[src/rtl/lagd_mem_bank_arb.sv]
// Single-bank request arbiter for the LAGD memory subsystem.
// Port 0 is the wide high-priority port. Ports 1..NumReq-1 share the bank
// round-robin. A starvation counter can hand one cycle to the narrow ports.
// Responses come back on the originating port BankAccessLatency cycles after grant.
module lagd_mem_bank_arb #(
    parameter int unsigned NumReq            = 3,
    parameter int unsigned AddrWidth         = 11,
    parameter int unsigned DataWidth         = 64,
    parameter int unsigned BankAccessLatency = 1,
    parameter int unsigned WidePriorityWait  = 0
) (
    input  logic                                 clk_i,
    input  logic                                 rst_ni,
    input  logic [NumReq-1:0]                    req_valid_i,
    output logic [NumReq-1:0]                    req_ready_o,
    input  logic [NumReq-1:0][AddrWidth-1:0]     req_addr_i,
    input  logic [NumReq-1:0]                    req_we_i,
    input  logic [NumReq-1:0][DataWidth-1:0]     req_wdata_i,
    input  logic [NumReq-1:0][DataWidth/8-1:0]   req_strb_i,
    output logic [NumReq-1:0]                    rsp_valid_o,
    output logic [DataWidth-1:0]                 rsp_rdata_o,
    output logic                                 bank_req_o,
    output logic                                 bank_we_o,
    output logic [AddrWidth-1:0]                 bank_addr_o,
    output logic [DataWidth-1:0]                 bank_wdata_o,
    output logic [DataWidth/8-1:0]               bank_be_o,
    input  logic [DataWidth-1:0]                 bank_rdata_i
);

    localparam int unsigned IdxW    = (NumReq > 1) ? $clog2(NumReq) : 1;
    localparam int unsigned WaitW   = (WidePriorityWait > 0) ? $clog2(WidePriorityWait + 1) : 1;
    localparam int unsigned Lat     = BankAccessLatency;

    // One delay-line stage: which port a response in flight belongs to.
    typedef struct packed {
        logic            valid;
        logic [IdxW-1:0] idx;
    } rsp_tag_t;

    localparam logic [WaitW-1:0] WaitMax  = WaitW'(WidePriorityWait);
    localparam logic [IdxW-1:0]  LastPort = IdxW'(NumReq - 1);

    logic [IdxW-1:0]  rr_q, rr_d;
    logic [WaitW-1:0] wait_q, wait_d;
    rsp_tag_t [Lat-1:0] pipe_q, pipe_d;

    logic            narrow_any;
    logic            starve;
    logic            rr_found;
    logic [IdxW-1:0] rr_idx;
    logic [IdxW-1:0] cand;
    int unsigned     cand_sum;
    logic            gnt_narrow;
    logic            gnt_wide;
    logic            gnt_any;
    logic [IdxW-1:0] gnt_idx;

    // Narrow round-robin pick: first valid narrow port at or after rr_q, wrapping to 1.
    always_comb begin
        rr_found = 1'b0;
        rr_idx   = IdxW'(1);
        cand_sum = 0;
        cand     = '0;
        for (int unsigned i = 0; i < NumReq - 1; i++) begin
            cand_sum = 32'(rr_q) + i;
            if (cand_sum >= NumReq) begin
                cand_sum = cand_sum - (NumReq - 1);
            end
            cand = IdxW'(cand_sum);
            if (!rr_found && req_valid_i[cand]) begin
                rr_found = 1'b1;
                rr_idx   = cand;
            end
        end
    end

    // Winner selection: port 0 by default, narrow winner when port 0 idle or starved out.
    always_comb begin
        narrow_any = |req_valid_i[NumReq-1:1];
        starve     = (WidePriorityWait != 0) && (wait_q == WaitMax);
        gnt_narrow = rr_found && (starve || !req_valid_i[0]);
        gnt_wide   = req_valid_i[0] && !gnt_narrow;
        gnt_any    = gnt_wide || gnt_narrow;
        gnt_idx    = gnt_narrow ? rr_idx : '0;
    end

    // Grant vector and bank mux; everything is zero when nobody is granted.
    always_comb begin
        req_ready_o  = '0;
        bank_req_o   = 1'b0;
        bank_we_o    = 1'b0;
        bank_addr_o  = '0;
        bank_wdata_o = '0;
        bank_be_o    = '0;
        if (gnt_any) begin
            req_ready_o[gnt_idx] = 1'b1;
            bank_req_o           = 1'b1;
            bank_we_o            = req_we_i[gnt_idx];
            bank_addr_o          = req_addr_i[gnt_idx];
            bank_wdata_o         = req_wdata_i[gnt_idx];
            bank_be_o            = req_strb_i[gnt_idx];
        end
    end

    // Pointer and starvation counter next state.
    always_comb begin
        rr_d   = rr_q;
        wait_d = wait_q;
        if (gnt_narrow) begin
            rr_d = (rr_idx == LastPort) ? IdxW'(1) : rr_idx + IdxW'(1);
        end
        if (WidePriorityWait == 0) begin
            wait_d = '0;
        end else if (gnt_narrow || !narrow_any) begin
            wait_d = '0;
        end else if (gnt_wide && (wait_q != WaitMax)) begin
            wait_d = wait_q + WaitW'(1);
        end
    end

    // Response delay line: stage 0 captures this cycle's grant.
    always_comb begin
        pipe_d          = pipe_q;
        pipe_d[0].valid = gnt_any;
        pipe_d[0].idx   = gnt_idx;
        for (int unsigned s = 1; s < Lat; s++) begin
            pipe_d[s] = pipe_q[s-1];
        end
    end

    // State registers; reset drops every in-flight response.
    always_ff @(posedge clk_i or negedge rst_ni) begin
        if (!rst_ni) begin
            rr_q   <= IdxW'(1);
            wait_q <= '0;
            pipe_q <= '0;
        end else begin
            rr_q   <= rr_d;
            wait_q <= wait_d;
            pipe_q <= pipe_d;
        end
    end

    // Response steering from the last delay stage; data is the bank read port.
    always_comb begin
        rsp_valid_o = '0;
        if (pipe_q[Lat-1].valid) begin
            rsp_valid_o[pipe_q[Lat-1].idx] = 1'b1;
        end
    end

    assign rsp_rdata_o = bank_rdata_i;

endmodule
[config.mk]
export PLATFORM = sky130hd
export DESIGN_NAME = lagd_mem_bank_arb
export DESIGN_NICKNAME = d
export VERILOG_FILES = /design/src/rtl/lagd_mem_bank_arb.sv
export SDC_FILE = /design/constraint.sdc
export NUM_CORES = 1
export LEC_CHECK = 0
export CAP_MARGIN = 20
export CORE_AREA = 4 4 182 184
export CTS_CLUSTER_DIAMETER = 40
export DETAILED_ROUTE_END_ITERATION = 7
export DIE_AREA = 0 0 186 188
export PLACE_DENSITY = 0.41
export SLEW_MARGIN = 20
export SYNTH_ARGS = -nofsm -noshare
export SYNTH_HDL_FRONTEND = slang
export SYNTH_SLANG_ARGS = --single-unit
[constraint.sdc]
create_clock -name clk_i -period 2.85 [get_ports clk_i]
set_input_delay 0.7125 -clock clk_i [delete_from_list [all_inputs] [get_ports clk_i]]
set_output_delay 0.7125 -clock clk_i [all_outputs]
set_load 0.1 [all_outputs]
==> summary.md <==
| Metric | Value |
|---|---|
| Top FF cell, synth | dfrtp_1 |
| HP Start | rr_q[1]$_DFFE_PN0P_ |
| Clock Latency Late Sink | 0.23 ns |
| Commonest non-fill, non-tap cell in the layout | clkdlybuf4s50_1 |
| H-tree Lvls | 1 |
| Commonest cells after routing, fill and taps aside | clkdlybuf4s50_1 (253), buf_12 (118), or3b_4 (80), o21ai_0 (70), a311oi_4 (47) |
| Clk root buf | clkbuf_16 |
| Gr ovfl total | 0 |
| CP endpoint kind | output port |
| Final WS setup | -0.113 ns |
| CP required | 2.14 ns |
| Synthesized Nets | 850 |
| Final GP Congestion | 0.748 |
| I/O pins | 476 |
| Share of cells above drive strength 1 | 45.0% |
| Hold Path Class | reg2reg |
| Storage cell area | 126 µm² |
| Initial antenna violation count | 1 |
| Post-Route WL | 28.7 mm |
| CTS sink cnt | 5 |
| Slack of the worst reg-to-reg path | 1.32 ns |
| Worst EP arrival | 2.25 ns |
| Setup TNS | -4.83 ns |
| Post-DP HPWL | 20.6 mm |
| Kind of critical path | in2out |
| Starting density of the core | 12.4% |
| Mapped Cells | 529 |
| Max-slew headroom | 68.9% |
| Vias | 5570 |
| Synth cell types | 29 |
| Largest net degree at the start of global routing | 45 |
| Fin crit period | 2.96 ns |
| P&R area growth vs syn | 179% |
| Final setup fails | 77 |
| Worst R2R End | pipe_q[0]$_DFF_PN0_ |
| First-pass GRT wire length | 40.6 mm |
| Clk pin slew, worst setup/hold paths | 0.03 ns |
| Die area | 35000 µm² |
| Avg Cell Area, Syn | 7.35 µm² |
| Final #Nets | 1162 |
| Crit share post-route | 104% |
| Design Power | 5.17 mW |
| Hold path depth | 2 |
| FF-to-FF path depth | 5 |
| Hold WS | 0.639 ns |
| # fillers | 3163 |
| Vias in the first global route | 6056 |
| Worst-path fanout max | 5 |
| EDFF count, synth | 0 |
| Failing checks | negative setup slack |
| Sequential share of the synthesized area | 3.25% |
| Status | finished with violations |
| Hold Buf Count CTS | 0 |
| Height of the die | 188 µm |
| Max Slew Vio Count | 0 |
| Routed wire per std cell | 23.1 µm |
| Worst-Margin Slew | 0.463 ns |
| Final Hold Viols | 0 |
| Ys Warns | 0 |
| Num CTS Buffers | 3 |
| Drc violations | 0 |
| Pwr dens | 476 nW/µm² |
| Rows | 65 |
| CTS Buffer Depth | 2 |
| DR iter-0 viols | 140 |
| ANT nets after route | 0 |
| CTS tree | done |
| Vias per inst | 4.48 |
| Max Fclk | 0.337 GHz |
| DRT Pass-1 Iters | 4 |
| RSZ-0062 raised after global routing | yes |
| Hold Path Sink | rr_q[1]$_DFFE_PN0P_ |
| Reg-to-Reg Start | rr_q[0]$_DFFE_PN1P_ |
| Total track usage | 15.0% |
| Synth async-reset ratio | 100% |
| Yosys reg bits | 5 |
| Startpoint Class | input pin |
| Die width | 186 µm |
| Maximum vdd drop | 192 µV |
| Port bufs | 347 |
| Max Cap Violations | 0 |
| Leakage power | 3.77 nW |
| Core area | 31400 µm² |
| Multi-input gate area | 4190 µm² |
| Post-Syn Area | 3890 µm² |
| Max Clock Skew | 0.00132 ns |
-- sequential cells by signal, summed over array words and instances, names as in the netlist --
| name | flops |
|---|---|
| rr_q | 2 |
| pipe_q | 3 |
-- per-layer routing --
layer	vias to the layer above	part of all wire (%)	global-route usage (%)
met3	52	5.8	2.41
met2	235	53	27.6
li1	2630	-	-
met5	-	0	0
met4	0	2.0	3.25
met1	2653	40	18.1
-- logic make-up after synthesis --
logic type	share of synthesized area [%]
compound gates	50.8
buf+inv	25.0
simple gates	21.0
flops	3.25
-- worst max-delay path, stage by stage --
cell and delay, ns:
buf_6 0.09, and3b_4 0.20, buf_12 0.15, buf_16 0.14
or3b_4 0.38, a311oi_4 0.34, buf_12 0.21
-- cells in the mapped netlist, types with 2 or more instances --
cell type	number	area (µm²)
a211o_1	33	289
a211oi_1	47	353
a221o_1	4	40.0
a311oi_1	9	78.8
a311oi_2	38	571
a31oi_1	33	206
and2_1	4	25.0
and3b_1	2	17.5
buf_1	3	11.3
buf_2	8	40.0
buf_4	65	488
buf_6	7	78.8
clkbuf_1	57	214
dfrtp_1	4	100
inv_1	37	139
nand2_1	2	7.51
nand2b_1	3	18.8
nor2_1	3	11.3
o21ai_0	81	405
or3b_1	80	701
-- timing repair --
item                                    CTS  global route
setup buffers                            10             8
pin swaps                                56            53
endpoints found under the setup margin   85            84
resized for setup                        48            25
gates cloned                             12             7
-- per-stage QoR --
step / cell area [µm²] / utilization, % / setup WS (ns) / cells
CTS: 10600 / 33.8 / -0.181 / 1229
global placement: 10000 / 32.0 / -0.500 / 1204
detailed placement: 10000 / 32.0 / -0.482 / 1204
finish: 10900 / 34.6 / -0.113 / 1243
global route: 10900 / 34.6 / -0.156 / 1243
floorplan: 5270 / - / -0.440 / 529
-- power by group --
part	internal (mW)	switching, mW
registers	0.0847	0.00600
logic	2.08	2.77
clock network	0.185	0.0452
total	2.35	2.82
-- how the worst max path moves through the flow --
stage	slack, ns	end	cells after the start	startpoint
final	-0.11	bank_wdata_o[41]	7	req_valid_i[2]
after floorplan	-0.44	bank_be_o[1]	6	req_valid_i[0]
after global placement	-0.50	bank_be_o[0]	6	req_valid_i[1]
after CTS	-0.18	bank_wdata_o[30]	7	req_valid_i[0]
after detailed placement	-0.48	bank_be_o[4]	6	req_valid_i[1]
after global routing	-0.16	bank_wdata_o[34]	7	req_valid_i[2]
-- final cells by class --
type,count,share of cell area [%]
multi-input cells,349,38.5
repair buffers,445,53.6
inverters,37,1.31
well taps,402,4.63
flip-flops and latches,5,1.16
diodes,1,0.0230
clock buffers,4,0.725
(Power assumes the default switching activity.)
